===== src/rtl/regfile_cmd_pkg.sv =====
// Shared constants and FSM state encoding
// for the register-file command bridge.
package regfile_cmd_pkg;

  localparam logic [7:0] OP_WRITE = 8'h57;
  localparam logic [7:0] OP_READ  = 8'h52;
  localparam logic [7:0] RSP_ACK  = 8'h4B;

  typedef enum logic [2:0] {
    IDLE,
    W_ADDR,
    W_DATA,
    W_COMMIT,
    ACK,
    R_ADDR,
    R_LATCH,
    R_SEND
  } state_t;

endpackage


===== src/rtl/regfile_cmd_bridge_if.sv =====
// Byte-stream handshake bundle: command bytes in,
// response bytes out, both valid/ready.
interface regfile_cmd_bridge_if;

  logic       in_valid;
  logic [7:0] in_data;
  logic       in_ready;
  logic       out_valid;
  logic [7:0] out_data;
  logic       out_ready;

  modport master (
    output in_valid,
    output in_data,
    input  in_ready,
    input  out_valid,
    input  out_data,
    output out_ready
  );

  modport slave (
    input  in_valid,
    input  in_data,
    output in_ready,
    output out_valid,
    output out_data,
    input  out_ready
  );

endinterface


===== src/rtl/regfile_cmd_bridge.sv =====
// Byte-stream command parser driving the register file
// write/read ports and returning acks / read data.
module regfile_cmd_bridge
  import regfile_cmd_pkg::*;
#(
  parameter int DEPTH = 8,
  parameter int WIDTH = 16
) (
  input  logic             clk,
  input  logic             reset,
  regfile_cmd_bridge_if.slave bus,
  output logic [DEPTH-1:0] rf_waddr,
  output logic [WIDTH-1:0] rf_wdata,
  output logic             rf_we,
  output logic [DEPTH-1:0] rf_raddr,
  input  logic [WIDTH-1:0] rf_rdata,
  output logic             busy,
  output logic             err
);

  localparam int NBYTES = WIDTH / 8;
  localparam int CW = (NBYTES > 1) ? $clog2(NBYTES) : 1;
  localparam logic [CW-1:0] LAST = CW'(NBYTES - 1);

  state_t          state;
  state_t          nxt;
  logic [CW-1:0]   cnt;
  logic [WIDTH-1:0] txsh;

  // State register
  always_ff @(posedge clk) begin
    if (reset) state <= IDLE;
    else       state <= nxt;
  end

  // Next state and state-decoded outputs; all low in reset
  always_comb begin
    nxt           = state;
    bus.in_ready  = 1'b0;
    bus.out_valid = 1'b0;
    bus.out_data  = 8'h00;
    rf_we         = 1'b0;
    busy          = 1'b0;
    if (!reset) begin
      busy = (state != IDLE);
      case (state)
        IDLE: begin
          bus.in_ready = 1'b1;
          if (bus.in_valid) begin
            if (bus.in_data == OP_WRITE)
              nxt = W_ADDR;
            else if (bus.in_data == OP_READ)
              nxt = R_ADDR;
          end
        end
        W_ADDR: begin
          bus.in_ready = 1'b1;
          if (bus.in_valid) nxt = W_DATA;
        end
        W_DATA: begin
          bus.in_ready = 1'b1;
          if (bus.in_valid && cnt == LAST)
            nxt = W_COMMIT;
        end
        W_COMMIT: begin
          rf_we = 1'b1;
          nxt   = ACK;
        end
        ACK: begin
          bus.out_valid = 1'b1;
          bus.out_data  = RSP_ACK;
          if (bus.out_ready) nxt = IDLE;
        end
        R_ADDR: begin
          bus.in_ready = 1'b1;
          if (bus.in_valid) nxt = R_LATCH;
        end
        R_LATCH: nxt = R_SEND;
        R_SEND: begin
          bus.out_valid = 1'b1;
          bus.out_data  = txsh[WIDTH-1 -: 8];
          if (bus.out_ready && cnt == LAST)
            nxt = IDLE;
        end
        default: nxt = IDLE;
      endcase
    end
  end

  // Address latches, rx/tx byte shifters, byte counter, err pulse
  always_ff @(posedge clk) begin
    if (reset) begin
      rf_waddr <= '0;
      rf_wdata <= '0;
      rf_raddr <= '0;
      txsh     <= '0;
      cnt      <= '0;
      err      <= 1'b0;
    end else begin
      err <= (state == IDLE) && bus.in_valid &&
             (bus.in_data != OP_WRITE) &&
             (bus.in_data != OP_READ);
      case (state)
        W_ADDR: if (bus.in_valid) begin
          rf_waddr <= bus.in_data[DEPTH-1:0];
          cnt      <= '0;
        end
        W_DATA: if (bus.in_valid) begin
          rf_wdata <= WIDTH'({rf_wdata, bus.in_data});
          cnt      <= cnt + 1'b1;
        end
        R_ADDR: if (bus.in_valid) begin
          rf_raddr <= bus.in_data[DEPTH-1:0];
          cnt      <= '0;
        end
        R_LATCH: txsh <= rf_rdata;
        R_SEND: if (bus.out_ready) begin
          txsh <= txsh << 8;
          cnt  <= cnt + 1'b1;
        end
        default: ;
      endcase
    end
  end

endmodule


===== src/flat_wrapper.sv =====
// flat-port wrapper written by rule: the top's interface ports become plain ports
module regfile_cmd_bridge_flat import regfile_cmd_pkg::*;
#(
  parameter int DEPTH = 8,
  parameter int WIDTH = 16
)
  (clk, reset, rf_waddr, rf_wdata, rf_we, rf_raddr, rf_rdata, busy, err, bus_in_valid, bus_in_data, bus_in_ready, bus_out_valid, bus_out_data, bus_out_ready);
  regfile_cmd_bridge_if bus_i ();
  input  logic clk;
  input  logic reset;
  output logic [DEPTH-1:0] rf_waddr;
  output logic [WIDTH-1:0] rf_wdata;
  output logic rf_we;
  output logic [DEPTH-1:0] rf_raddr;
  input  logic [WIDTH-1:0] rf_rdata;
  output logic busy;
  output logic err;
  input wire logic [$bits(bus_i.in_valid)-1:0] bus_in_valid;
  input wire logic [$bits(bus_i.in_data)-1:0] bus_in_data;
  output wire logic [$bits(bus_i.in_ready)-1:0] bus_in_ready;
  output wire logic [$bits(bus_i.out_valid)-1:0] bus_out_valid;
  output wire logic [$bits(bus_i.out_data)-1:0] bus_out_data;
  input wire logic [$bits(bus_i.out_ready)-1:0] bus_out_ready;
  assign bus_i.in_valid = bus_in_valid;
  assign bus_i.in_data = bus_in_data;
  assign bus_in_ready = bus_i.in_ready;
  assign bus_out_valid = bus_i.out_valid;
  assign bus_out_data = bus_i.out_data;
  assign bus_i.out_ready = bus_out_ready;
  regfile_cmd_bridge #(.DEPTH(DEPTH), .WIDTH(WIDTH)) u_core (.clk(clk), .reset(reset), .bus(bus_i), .rf_waddr(rf_waddr), .rf_wdata(rf_wdata), .rf_we(rf_we), .rf_raddr(rf_raddr), .rf_rdata(rf_rdata), .busy(busy), .err(err));
endmodule

===== config.mk =====
export PLATFORM = sky130hd
export DESIGN_NAME = regfile_cmd_bridge_flat
export DESIGN_NICKNAME = d
export VERILOG_FILES = /design/src/rtl/regfile_cmd_pkg.sv /design/src/rtl/regfile_cmd_bridge_if.sv /design/src/rtl/regfile_cmd_bridge.sv /design/src/flat_wrapper.sv
export SDC_FILE = /design/constraint.sdc
export NUM_CORES = 1
export LEC_CHECK = 0
export CORE_AREA = 4 4 69 96
export CTS_CLUSTER_DIAMETER = 60
export CTS_CLUSTER_SIZE = 14
export DETAILED_ROUTE_END_ITERATION = 16
export DIE_AREA = 0 0 73 100
export GPL_TIMING_DRIVEN = 0
export PLACE_DENSITY = 0.73
export SYNTH_ARGS = -nofsm -noshare
export SYNTH_HDL_FRONTEND = slang
export SYNTH_SLANG_ARGS = --single-unit

===== constraint.sdc =====
create_clock -name clk -period 1.28 [get_ports clk]
set_input_delay 0.128 -clock clk [delete_from_list [all_inputs] [get_ports clk]]
set_output_delay 0.128 -clock clk [all_outputs]
set_load 0.005 [all_outputs]

# --- Word-level counts from Yosys, hierarchy flattened ---
# Cells that the tools add are included.
# W data, S select, Z words.
word_totals:
  reg_bits: 53
  inputBits: 28
  out_inout_bits: 45
  word_cells: 71
op_classes:
  addsub: 1
  n_eq_ne: 21
  mux: 24
  n_reduce_logical: 18
ops:
  columns: ["op", "n"]
  rows:
  - ["$pmux W16 S2", 1]
  - ["$mux W3", 8]
  - ["$pmux W3 S8", 1]
  - ["$eq A8 B7 Y1 const B", 2]
  - ["$mux W16", 1]
  - ["$ne A8 B7 Y1 const B", 2]
  - ["$pmux W8 S2", 1]
  - ["$eq A3 B3 Y1 const B", 4]
  - ["$ne A2 B2 Y1 const B", 6]
  - ["$mux W1", 10]
  - ["$mux W8", 1]
  - ["$reduce_and A2 Y1", 4]
  - ["$reduce_and A7 Y1", 1]
  - ["$eq A3 B2 Y1 const B", 2]
  - ["$ne A2 B1 Y1 const B", 3]
  - ["$reduce_bool A3 Y1", 2]
  - ["$logic_and A1 B1 Y1", 5]
  - ["$reduce_and A4 Y1", 1]
  - ["$reduce_or A2 Y1", 2]
  - ["$reduce_or A4 Y1", 1]
  - ["$eq A3 B1 Y1 const B", 1]
  - ["$logic_not A3 Y1", 1]
  - ["$ne A3 B1 Y1 const B", 1]
  - ["$pmux W1 S3", 1]
  - ["2 further kinds", 2]

# --- Longest topological paths before layout ---
# Gate-level depths: netlist (run 1).
depth:
  word_depth: 5
  depth_mapped: 7
  depth_no_buf: 4

# --- Least setup slack after synthesis (run 1) ---
# Ideal clock, no wire load.
synth_path:
  path_type: "register -> register"
  start: "reg u_core.state[2]"
  end: "reg u_core.rf_wdata[10]"
  setup_time_ps: 132
  arrival_time_ps: 1290
  required_ps: 1148
  slack_ps: -142
  path_stages_with_launch: 8
  n_path_buf: 3
  period_less_slack_ps: 1422
  cell_sequence: "dfxtp_1 > buf_2 > nand2b_4 > or3_1 > buf_2 > buf_2 > nand2_1 > a21oi_1"
synth_between:
  elab_chain_cells: 2
synth_lines:
  columns: ["element", "line_no", "text"]
  rows:
  - ["from (decl)", "regfile_cmd_bridge.sv:25", "state_t state;"]
  - ["from (signal assigned)", "regfile_cmd_bridge.sv:33", "else state <= nxt;"]
  - ["$eq A3 B2 Y1", "regfile_cmd_bridge.sv:103", "case (state)"]
  - ["$reduce_and A2 Y1 (no line)", null, null]
  - ["to (signal assigned)", "regfile_cmd_bridge.sv:109", "rf_wdata <= WIDTH'({rf_wdata, bus.in_data});"]
  - ["to (decl)", "regfile_cmd_bridge.sv:13", "output logic [WIDTH-1:0] rf_wdata,"]
# Every way passes these cells.
# A chain may end at the register's enable or synchronous reset.

# --- Worst setup path after layout (run 1) ---
layout_path:
  start: "reg u_core.state[0]"
  end: "reg u_core.txsh[9]"
layout_between:
  elab_chain_cells: 3
  word_cells_on_any_way: 6
  cone_classes: "eq/ne: 3; mux: 1; reduce/logical: 2"
layout_lines:
  columns: ["element", "line_no", "text"]
  rows:
  - ["$eq A3 B3 Y1", "regfile_cmd_bridge.sv:103", null]
  - ["$ne A2 B2 Y1 (no line) or $reduce_bool A2 Y1 (tied branches)", null, null]
  - ["$reduce_and A2 Y1 (no line)", null, null]
  - ["to (signal assigned)", "regfile_cmd_bridge.sv:116", "R_LATCH: txsh <= rf_rdata;"]
  - ["to (signal assigned)", "regfile_cmd_bridge.sv:118", "txsh <= txsh << 8;"]
  - ["to (decl)", "regfile_cmd_bridge.sv:28", "logic [WIDTH-1:0] txsh;"]
# Parallel ways exist; a longest one is shown, timed or not.

==> results of run 1 <==
## layout make-up
class	instances	area (sq um)	share of cell area [%]
Buffer	18	164	4.09
Timing Repair Buffer	117	1130	28.2
Sequential cell	53	1100	27.4
Multi-Input combinational cell	197	1410	35.3
Inverter	6	25.0	0.624
Tap cell	70	87.6	2.18
Clock buffer	6	82.6	2.06
Clock inverter	1	7.51	0.187
## path summary, 6_finish.rpt
| kind | start | endpoint | depth (start not counted) |
|---|---|---|---|
| worst max-delay path | u_core.state[0]$_SDFFE_PP0P_ | u_core.txsh[9]$_SDFFE_PP0P_ | 6 |
| worst min-delay path | bus_in_data[1] | u_core.rf_wdata[1]$_SDFFE_PP0P_ | 3 |
| worst max register to register | u_core.state[0]$_SDFFE_PP0P_ | u_core.txsh[9]$_SDFFE_PP0P_ | 6 |
| worst min register to register | u_core.rf_wdata[12]$_SDFFE_PP0P_ | u_core.rf_wdata[12]$_SDFFE_PP0P_ | 2 |
## kinds of logic after synthesis
kind of cell,after synthesis,synth area share (%)
muxes,9,3.95
xor gates and xnor gates,1,0.384
and+or+nand+nor,124,24.5
AOI/OAI and AO/OA,63,19.2
buffers and inverters,27,5.48
DFF,53,46.5
## power by group
group	switching, mW	internal, mW	total [mW]
logic	1.12	1.27	2.39
registers	0.105	1.76	1.86
clock network	0.535	0.429	0.963
## cell usage after synthesis, types with 2 or more instances
cell type and n:
buf_1 2, buf_2 10, nor3_1 6, a311oi_1 8
nor2_1 32, buf_4 3, a22oi_1 8, o21ai_0 2
a21oi_1 32, dfxtp_1 53, nor3b_1 4, inv_1 6
mux2i_1 9, nand3_1 10, nand2_1 61, a211oi_1 2
clkbuf_1 6
## worst max-delay path: stages (launching register included)
cell and delay [ns]:
dfxtp_4 0.40, buf_6 0.12, buf_6 0.11, and3b_2 0.22, a31o_4 0.24, buf_6 0.14, a311oi_1 0.23
## through the flow
step | std cells | worst slack, ns | area, sq um
3_5_place_dp | 418 | -0.695 | 3120
5_1_grt | 468 | -0.293 | 4010
6_report | 468 | -0.272 | 4010
4_1_cts | 453 | -0.287 | 3600
3_3_place_gp | 418 | -0.682 | 3120
2_1_floorplan | 277 | -0.0863 | 2320
## metal layers
layer / GRT usage, % / part of all wire [%] / wire length [um]
met2: 36.4 / 54 / 4470
met3: 3.91 / 6.1 / 504
met5: 0 / 0 / 0
met1: 21.8 / 36 / 2980
met4: 10.4 / 3.3 / 269
## what timing repair did
item	in CTS	in global routing
endpoints found under the setup margin	88	84
gates resized for setup	143	76
buffers inserted	28	15
pin swaps	31	26
cloned	1	2
## sequential cells by signal, indices dropped and copies added (netlist names)
name             flops
u_core.rf_wdata     16
u_core.err           1
u_core.cnt           1
u_core.state         3
u_core.rf_raddr      8
u_core.txsh         16
u_core.rf_waddr      8
==> reports/results.ini, run 1 <==
[critical_path]
critPathKind=reg -> reg
timing.reg2reg.setup_slack_ns=-0.27
critical_path_peak_fanout=5
critPathCaptureType=register
cp_data_arrival_time_ns=1.77
worstPathRequired_ns=1.49
worstSetupStartpointType=register

[logic_synthesis]
synth_top_area_cell=dfxtp_1
synth-seq-area-share_pct=46.5
synth.yosys.warnings=0
yosys-top-cells-area=dfxtp_1 46%, nand2_1 10%, a21oi_1 7.0%
synth.cell_area_sq_mm=0.00228
postSynthCellCount=277
yosys_register_bits=53
post_synth.cell_area_avg_sq_um=8.24
mappedNetlistNets=305
synth-edff-count=0
ys_dominant_reg_cell=dfxtp_1
synthDominantCellAreaShare_pct=46.5
synth-async-reset-ratio_pct=0
synth.distinct_cells=40

[global_route]
grt_max_degree=16
grtUsageTotal_pct=20.2
first_pass_grt_wire_length_um=11700
grt_pass1_vias=2465
globalRoute.totalOverflow=0
antenna_found_initial=0

[die]
std_cell_rows=33
dieHeight_um=100
die_area_sq_mm=0.00730
die-width_um=73
ios=73
start_util_pct=39.2
core_area_sq_mm=0.00582

[power]
max-vdd-ir-drop_mv=0.821
p_leak_nw=1.91
power_density_mw_per_mm2=1300
finalPower_mw=5.22

[timing]
fmaxAchievable_mhz=644
setup_slack_of_the_critical_path_after_layout_ns=-0.272
finalSetupViolCount=64
worst_hold_slack_ns=0.284
unrepaired_setup_endpoints_after_global_routing=yes
hold_violations=0
timing.max_slew.rel_slack_pct=56.2
final.setup_skew_ns=0.00879
tns_ns=-11.43
max_slew.worst_pin.slew_ns=0.658
report.final.slew_viol_count=0
min_period_over_period_pct=121
final.min_clock_period_ns=1.55

[outcome]
run_status=finished, violations left
violations=setup timing

[final_layout]
final_layout_size_suffix_gt1_share_pct=42.5
area.growth.synth_to_final_pct=75.6
antenna_cells=0
layout.cells.most_common_list=48 x nand2_1, 33 x buf_4, 28 x dfxtp_1, 25 x nor2_1, 23 x clkdlybuf4s50_1
commonest_non_fill_non_tap_cell_in_the_layout=nand2_1
final_core_util_pct=68.9
num-nets-final=426
fillerInstances=427

[cts]
cts_hold_repair.buffers=0
cts_tree=done
cts_max_level=2
cts_inserted_buffers=5
max-clock-path-buffers=2
clk_pin_slew_worst_paths_ns=0.10
worst_skew_pair.late_latency_ns=0.31
clock_sinks=53
clk_root_buffer_cell=clkbuf_8

[hold_path]
timing.hold.worst.class=in -> reg

[detailed_routing]
via_per_inst=5.50
wire_per_inst_um=17.6
route.antenna.remaining_nets=0
dr.first_iter.drc_count=124
routed-via-count=2574
drcViolationCount=0
drt_pre_antenna_iters=5
finalWirelength_um=8230

[run]
max_cap_violations=0

[place]
half_perimeter_wire_length_after_placement_um=4620
io_buffer_count=71
globalplace.congestion=0.903

Power figures use the tool's default switching activity.
==> inputs of run 2 (changes only) <==
Settings changed: ABC_AREA from default to 1, CORE_AREA 4 4 69 96 to 4 4 68 95, DIE_AREA 0 0 73 100 to 0 0 72 99, PLACE_DENSITY 0.73 to 0.74.
==> reports/results.ini, run 2 <==
[outcome]
run_status=finished, violations left
violations=setup timing

[cts]
clk_pin_slew_worst_paths_ns=0.10  ; about the same
cts_tree=done
clk_root_buffer_cell=clkbuf_8
cts_hold_repair.buffers=0  ; unchanged
cts_max_level=2  ; unchanged
clock_sinks=53  ; unchanged
max-clock-path-buffers=2  ; unchanged
worst_skew_pair.late_latency_ns=0.32  ; about the same
cts_inserted_buffers=5  ; unchanged

[critical_path]
worstSetupStartpointType=register
critical_path_peak_fanout=4  ; -1
cp_data_arrival_time_ns=1.50  ; -0.27 ns
critPathKind=reg -> out
worstPathRequired_ns=1.15  ; -0.34 ns
critPathCaptureType=primary output

[place]
globalplace.congestion=0.849  ; -5.9%
dpl_cell_area_sq_mm=0.00306  ; -1.9%
io_buffer_count=72  ; +1.4%
pre_cts_slack_ns=-0.819  ; -0.124 ns
dp.cells=447  ; +6.9%
half_perimeter_wire_length_after_placement_um=4700  ; +1.7%

[logic_synthesis]
netlist_top_cells_count=58 x nor2_1, 53 x dfxtp_1, 50 x nand2_1, 37 x o21ai_0, 31 x a21oi_1
synth.yosys.warnings=0  ; unchanged
yosys_register_bits=53  ; unchanged
synth.cell_area_sq_mm=0.00225  ; -1.5%
synth-seq-area-share_pct=47.2  ; +0.70 points
synth_top_area_cell=dfxtp_1
synth.distinct_cells=23  ; -43%
postSynthCellCount=307  ; +11%
synth-async-reset-ratio_pct=0  ; unchanged
yosys-top-cells-area=dfxtp_1 47%, nor2_1 9.7%, nand2_1 8.3%
synthDominantCellAreaShare_pct=47.2  ; +0.70 points
mappedNetlistNets=335  ; +9.8%
yosys.cell_count.top_type=nor2_1
post_synth.cell_area_avg_sq_um=7.33  ; -11%
synth-edff-count=0  ; unchanged
ys_dominant_reg_cell=dfxtp_1

[detailed_routing]
route.antenna.remaining_nets=0  ; unchanged
dr.first_iter.drc_count=170  ; +37%
via_per_inst=5.33  ; -3.1%
wire_per_inst_um=17.1  ; -2.5%
drcViolationCount=0  ; unchanged
drt_pre_antenna_iters=4  ; -1
routed-via-count=2627  ; +2.1%
finalWirelength_um=8450  ; +2.7%

[timing]
timing.max_slew.rel_slack_pct=64.7  ; +8.5 points
final.min_clock_period_ns=1.63  ; +0.0796 ns
final.setup_skew_ns=0.00756  ; -0.00123 ns
min_period_over_period_pct=127  ; +6.2 points
report.final.slew_viol_count=0  ; unchanged
hold_violations=0  ; unchanged
worst_hold_slack_ns=0.0841  ; -0.200 ns
fmaxAchievable_mhz=613  ; -4.9%
finalSetupViolCount=64  ; unchanged
max_slew.worst_pin.slew_ns=0.530  ; -0.128 ns
unrepaired_setup_endpoints_after_global_routing=yes
setup_slack_of_the_critical_path_after_layout_ns=-0.352  ; -0.0796 ns
tns_ns=-9.78  ; +1.65 ns

[final_layout]
final_core_util_pct=71.6  ; +2.8 points
fillerInstances=413  ; -3.3%
final_cell_count_no_fill=493  ; +5.3%
antenna_cells=0  ; unchanged
final_layout_size_suffix_gt1_share_pct=43.3  ; +0.83 points
num-nets-final=452  ; +6.1%
reg_top3=u_core.rf_wdata x16, u_core.txsh x16
area.growth.synth_to_final_pct=76.0
post-route-cell-area_sq_mm=0.00396  ; -1.2%
layout.cells.most_common_list=38 x nand2_1, 38 x nor2_1, 27 x clkdlybuf4s50_1, 26 x dfxtp_1

[die]
core_area_sq_mm=0.00553  ; -5.1%
std_cell_rows=32  ; -3.0%
ios=73  ; unchanged
dieHeight_um=99  ; -1.0%
die_area_sq_mm=0.00713  ; -2.4%
start_util_pct=40.7  ; +1.5 points
die-width_um=72  ; -1.4%

[global_route]
first_pass_grt_wire_length_um=12000  ; +3.3%
antenna_found_initial=0  ; unchanged
grt_pass1_vias=2487  ; +0.89%
grt_max_degree=17  ; +1
grtUsageTotal_pct=21.3  ; +1.1 points
globalRoute.totalOverflow=0  ; unchanged

[power]
power_density_mw_per_mm2=1390  ; +6.5%
p_leak_nw=1.92  ; +0.31%
finalPower_mw=5.49  ; +5.2%
max-vdd-ir-drop_mv=0.857  ; +4.4%

[run]
max_cap_violations=0  ; unchanged

[hold_path]
timing.hold.worst.class=in -> reg

run 2: changes by cell type after synthesis, moves of 4 or more:
| cell | delta |
|---|---|
| o21ai_0 | +35 |
| nor2_1 | +26 |
| nand2_1 | -11 |
| inv_1 | +9 |
| mux2i_1 | -9 |
| a22oi_1 | -8 |
| a311oi_1 | -8 |
| a31oi_1 | +8 |
| inv_2 | +6 |
| nand2_2 | +6 |
| buf_2 | -5 |
| nor3_1 | -4 |
| nor3b_1 | -4 |
| o21ai_1 | +4 |
run 2: metal layers:
layer / up-vias / global-route usage [%] / routed length (um)
li1: 1242 / - / -
met1: 1234 / 22.9 / 2950
met2: 124 / 40.7 / 4740
met3: 27 / 3.67 / 515
met4: 0 / 7.24 / 247
met5: - / 0 / 0
run 2: final cells by class:
class	count	area [sq um]	share of cell area (%)
Clock inverter	2	37.5	0.948
Inverter	21	114	2.88
Clock buffer	6	82.6	2.09
Multi-Input combinational cell	217	1330	33.6
Tap cell	68	85.1	2.15
Sequential cell	53	1100	27.8
Timing Repair Buffer	111	1070	27.0
Buffer	15	138	3.48
run 2: worst max-delay path, stage by stage, from the launching register on:
cell and delay, ns:
dfxtp_4 0.40, nand2_4 0.09, inv_4 0.07, nand2_4 0.07, a21oi_4 0.17, buf_6 0.13
inv_8 0.04, nor2_4 0.09, buf_2 0.12
run 2: repair_timing:
item / in CTS / in global routing
gates cloned: 5 / 0
setup buffers: 24 / 11
resized for setup: 162 / 108
endpoints found under the setup margin: 91 / 78
pin swaps: 9 / 17
run 2: cells by family (layout without fill, tap and decap cells):
kind of cell | Yosys count | after routing | share of synthesized area, %
buffers and inverters | 37 | 155 | 7.95
AOI/OAI and AO/OA | 83 | 83 | 19.7
and+or+nand+nor | 134 | 134 | 25.2
DFF | 53 | 53 | 47.2
run 2: path summary, 6_finish.rpt:
check / from / end / slack (ns) / cells past startpoint
worst min register to register: u_core.rf_wdata[15]$_SDFFE_PP0P_ / u_core.rf_wdata[15]$_SDFFE_PP0P_ / 0.47 / 2
worst min-delay path: reset / u_core.state[0]$_SDFFE_PP0P_ / 0.08 / 2
worst max-delay path: u_core.state[0]$_SDFFE_PP0P_ / bus_out_data[0] / -0.35 / 8
worst max register to register: u_core.state[0]$_SDFFE_PP0P_ / u_core.txsh[8]$_SDFFE_PP0P_ / -0.27 / 8
run 2: power breakdown:
part | switching, mW | leakage (nW) | internal (mW)
registers | 0.183 | 0.443 | 1.93
clock network | 0.577 | 0.0574 | 0.637
logic | 1.15 | 1.42 | 1.01
